$ cat src/rtl/button_event_gen.sv
// button_event_gen: per-channel press/release/long-press/held events from debounced button levels.
// Optional auto-repeat in HELD is enabled by defining BUTTON_EVENT_AUTO_REPEAT_EN.
module button_event_gen #(
  parameter int width             = 1,
  parameter int long_press_cycles = 62_500_000,
  parameter int repeat_cycles     = 12_500_000,
  parameter int hold_cnt_width    = $clog2(long_press_cycles) + 1,
  parameter int rep_cnt_width     = $clog2(repeat_cycles) + 1
) (
  input  logic             clk,
  input  logic             rst_n,
  input  logic [width-1:0] debounced_signal,
  output logic [width-1:0] press_pulse,
  output logic [width-1:0] release_pulse,
  output logic [width-1:0] long_press,
  output logic [width-1:0] held,
  output logic [width-1:0] repeat_pulse
);
  typedef enum logic [1:0] {IDLE, PRESSED, HELD} state_t;
  localparam logic [hold_cnt_width-1:0] hold_max = hold_cnt_width'(long_press_cycles);
  logic [width-1:0] level_q;
  always_ff @(posedge clk or negedge rst_n)
    if (!rst_n) level_q <= '0;
    else level_q <= debounced_signal;
  for (genvar i = 0; i < width; i++) begin : g_ch
    state_t state;
    logic [hold_cnt_width-1:0] hold_cnt;
    logic rise, fall, press_q, release_q, long_q, held_q;
    assign rise = debounced_signal[i] & ~level_q[i];
    assign fall = ~debounced_signal[i] & level_q[i];
    // A fall on the threshold edge is checked first, so release beats long-press.
    always_ff @(posedge clk or negedge rst_n)
      if (!rst_n) begin
        state     <= IDLE;
        hold_cnt  <= '0;
        press_q   <= 1'b0;
        release_q <= 1'b0;
        long_q    <= 1'b0;
        held_q    <= 1'b0;
      end else begin
        press_q   <= 1'b0;
        release_q <= 1'b0;
        long_q    <= 1'b0;
        case (state)
          IDLE: if (rise) begin
            state    <= PRESSED;
            hold_cnt <= hold_cnt_width'(1);
            press_q  <= 1'b1;
          end
          PRESSED: if (fall) begin
            state     <= IDLE;
            release_q <= 1'b1;
          end else if (hold_cnt >= hold_max) begin
            state  <= HELD;
            long_q <= 1'b1;
            held_q <= 1'b1;
          end else hold_cnt <= hold_cnt + 1'b1;
          HELD: if (fall) begin
            state     <= IDLE;
            release_q <= 1'b1;
            held_q    <= 1'b0;
          end
          default: state <= IDLE;
        endcase
      end
    assign press_pulse[i]   = press_q;
    assign release_pulse[i] = release_q;
    assign long_press[i]    = long_q;
    assign held[i]          = held_q;
`ifdef BUTTON_EVENT_AUTO_REPEAT_EN
    localparam logic [rep_cnt_width-1:0] rep_max = rep_cnt_width'(repeat_cycles - 1);
    logic [rep_cnt_width-1:0] rep_cnt;
    logic rep_q;
    always_ff @(posedge clk or negedge rst_n)
      if (!rst_n) begin
        rep_cnt <= '0;
        rep_q   <= 1'b0;
      end else begin
        rep_q <= 1'b0;
        if (state != HELD) rep_cnt <= '0;
        else if (!fall) begin
          rep_cnt <= (rep_cnt >= rep_max) ? '0 : rep_cnt + 1'b1;
          rep_q   <= rep_cnt >= rep_max;
        end
      end
    assign repeat_pulse[i] = rep_q;
`else
    assign repeat_pulse[i] = 1'b0;
`endif
  end
endmodule

$ cat config.mk
export PLATFORM = sky130hd
export DESIGN_NAME = button_event_gen
export DESIGN_NICKNAME = d
export VERILOG_FILES = /design/src/rtl/button_event_gen.sv
export SDC_FILE = /design/constraint.sdc
export NUM_CORES = 1
export LEC_CHECK = 0
export ABC_AREA = 1
export CAP_MARGIN = 20
export CORE_ASPECT_RATIO = 1.1
export CORE_MARGIN = 5
export CORE_UTILIZATION = 40
export CTS_BUF_LIST = sky130_fd_sc_hd__clkbuf_16
export DETAILED_ROUTE_END_ITERATION = 8
export SLEW_MARGIN = 30
export SYNTH_ARGS = -nofsm -noshare
export SYNTH_HDL_FRONTEND = slang
export SYNTH_SLANG_ARGS = --single-unit
$ cat constraint.sdc
create_clock -name clk -period 3.5 [get_ports clk]
set_input_delay 0.875 -clock clk [delete_from_list [all_inputs] [get_ports clk]]
set_output_delay 0.875 -clock clk [all_outputs]
set_load 0.03 [all_outputs]
==> metrics <==
status=finished, final reports clean; share of cells above drive strength 1=0.108; Synth cell types=27; clock buffer depth=2; Hold Path Class=reg -> reg; crit path cell chain=clkdlybuf4s50_1, inv_1, nand2_1, nand2_1, a21oi_1, nand3_4, nand2_8, nand2_1, o21ai_2; Setup crit start kind=primary input; Switch Pwr=520 uW; drt wl/cell=between 10 and 15 um; Req. time, crit path=3.71 ns; Fin. Hold Viols=0; Post-Syn Area per Cell=6.67 sq um; power per cell area=512 nW/um^2; Setup Skew=roughly 0.0042 ns; Worst EP arrival=2.65 ns; Yosys reg bits=34; Hold WS=0.503 ns; postcts setup bufs=0; largest fanout on the critical path=35; Tmin final=between 2 and 2.5 ns; f_max=409 MHz; worst path bufs/invs=2; num rows=29; Leakage Power=1.22 nW; Post-DRT Antenna Nets=0; Cells after Synth=roughly 370; share of the synthesized area in the top cell type=0.348; sw frac=0.377; area leader, netlist=dfrtp_1; Crit Path Class=in -> reg; Die ar.=7770 sq um; Ys Warns=0; Core Area=5840 sq um; clock slew at reported path FFs=0.05 ns; r2r setup slk=roughly 1.2 ns; Post-Route WL=5560 um; vias in the first global route=2030; post-DR vias/cell=4.82; Synth Cell Area=2440 sq um; Max-cap violations=0; multi-input logic area=approximately 1400 sq um; CP delay by family, top=simple AND/OR/NAND/NOR gates; Comb pwr share=0.309; Int Power=859 uW; routed vias=2165; initial antenna violation count=0; hold_buf cts=0; setup repair after global routing missed its margin=no; Synth async-reset ratio=1.00; Post-synth EDFFs=0; maximum level of the CTS H-tree=2; P&R area growth vs syn=10.2%; post-synth net total=374; top-count cell post-synth=nand2_1; Core Util, Final=0.461; CTS Buf Count=5; Clock Power Share=0.361; # nets final=between 300 and 400; Initial Utilization=0.418; Ports=8; DP Wirelength=4080 um; Final Max Slew Viols=0; Horiz. Die Dim=84.5 um; worst slew pin tran=just under 0.8 ns; initial detailed-routing violation count=131; # setup viols final=0; Tcrit/Tclk final=0.699; CP max stage cell=clkdlybuf4s50_1; GPL Wtd Cong=about 0.87; top cells by count, synth=nand2_1 (120), nor2_1 (70), nand3_1 (37); most used cell, CP=nand2_1; Slew HR=0.485; first-pass GRT wire length=9730 um; grt ovf=0; GRT Total Usage=0.156; Seq/Total Area, Yosys=0.348; Die Span Y=92.0 um; Residual DRC=0; FF/Latch Area=851 sq um; Peak VDD IR=0.375 mV; CTS Sinks=34; clock root cell=clkbuf_16; Worst path max stage delay=about 0.5 ns; overall power=~1.4 mW; Top FF cell, synth=dfrtp_1; Clk Latency, worst-skew pair=0.28 ns; Resize count post-CTS=0; number of buffers added on ports=6; first-pass detailed-route iteration total=4; sequential share of power=0.330; largest net degree at the start of global routing=36; Fill cells=617; post-route setup TNS=0 ns; TritonCTS clock tree=yes; CP endpoint kind=register; main area contributors after synthesis=dfrtp_1 (35%), nand2_1 (18%), nor2_1 (11%); Diodes inserted=0
path summary, 6_finish.rpt:
path                                              start                              end  cells past startpoint
min                        g_ch[0].state[1]$_DFFE_PN0P_     g_ch[0].state[1]$_DFFE_PN0P_                      2
max in group asynchronous                         rst_n  g_ch[0].hold_cnt[2]$_DFFE_PN0P_                      1
min in group asynchronous                         rst_n          release_pulse$_DFF_PN0_                      1
min reg2reg                g_ch[0].state[1]$_DFFE_PN0P_     g_ch[0].state[1]$_DFFE_PN0P_                      2
max reg2reg                g_ch[0].state[1]$_DFFE_PN0P_  g_ch[0].hold_cnt[7]$_DFFE_PN0P_                      9
max                                    debounced_signal  g_ch[0].hold_cnt[7]$_DFFE_PN0P_                      9
placed cells by master (no fill, tap or decap), types with 4 or more instances in the layout:
cell	Yosys	final
nand2_1	120	120
dfrtp_1	34	34
nor3_1	5	5
ha_1	5	5
nand3_1	37	37
a21oi_1	4	4
clkbuf_16	0	5
inv_1	34	34
o21ai_2	9	9
nand2_2	9	9
nor2_1	70	70
inv_2	5	5
clkdlybuf4s50_1	0	5
xor2_1	9	9
sequential cells by signal (all words and copies together) (netlist names):
name           count
long_press         1
level_q            1
held               1
release_pulse      1
press_pulse        1
g_ch.hold_cnt     27
g_ch.state         2
metrics by stage:
stage	instance area, sq um	instances	setup slack, ns
detailed placement	2530	441	0.747
global route	2690	449	0.821
finish	2690	449	1.05
global placement	2530	441	0.834
floorplan	2440	366	1.60
CTS	2690	449	1.04
metal layers:
| metal | global-route usage | vias to the layer above | share of wire |
|---|---|---|---|
| met2 | 0.247 | 33 | 0.46 |
| met3 | 0.0314 | 10 | 0.040 |
| li1 | - | 1141 | - |
| met1 | 0.205 | 981 | 0.48 |
| met4 | 0.0673 | 0 | 0.022 |
| met5 | 0 | - | 0 |
power by group through the flow:
stage          clock network [mW]  logic [mW]  registers (mW)
6_report                    0.498       0.426           0.455
5_1_grt                     0.525       0.482           0.461
4_1_cts                     0.515       0.436           0.455
3_5_place_dp                    0       0.432           0.462
3_3_place_gp                    0       0.426           0.460
2_1_floorplan                   0       0.383           0.472
worst min-delay path, stage by stage, from the launching register on:
cell and delay, ns:
dfrtp_1 0.36, nand2_1 0.06, nand2_1 0.05
logic make-up after synthesis:
family,Yosys count,share of synthesized area
AOI/OAI and AO/OA,16,0.0512
xor gates and xnor gates,12,0.0430
buffers and inverters,48,0.0891
adders and majority gates,5,0.0256
DFF,34,0.348
and+or+nand+nor,250,0.441
other,1,0.00154
cell type report:
cell class              count  area share
clock buffers               5      0.0465
clock inverters             3      0.0149
inverters                  40      0.0558
multi-input cells         284       0.510
flip-flops and latches     34       0.316
well taps                  77      0.0358
repair buffers              6      0.0205
Note: power is estimated with default switching activity, not from simulation.
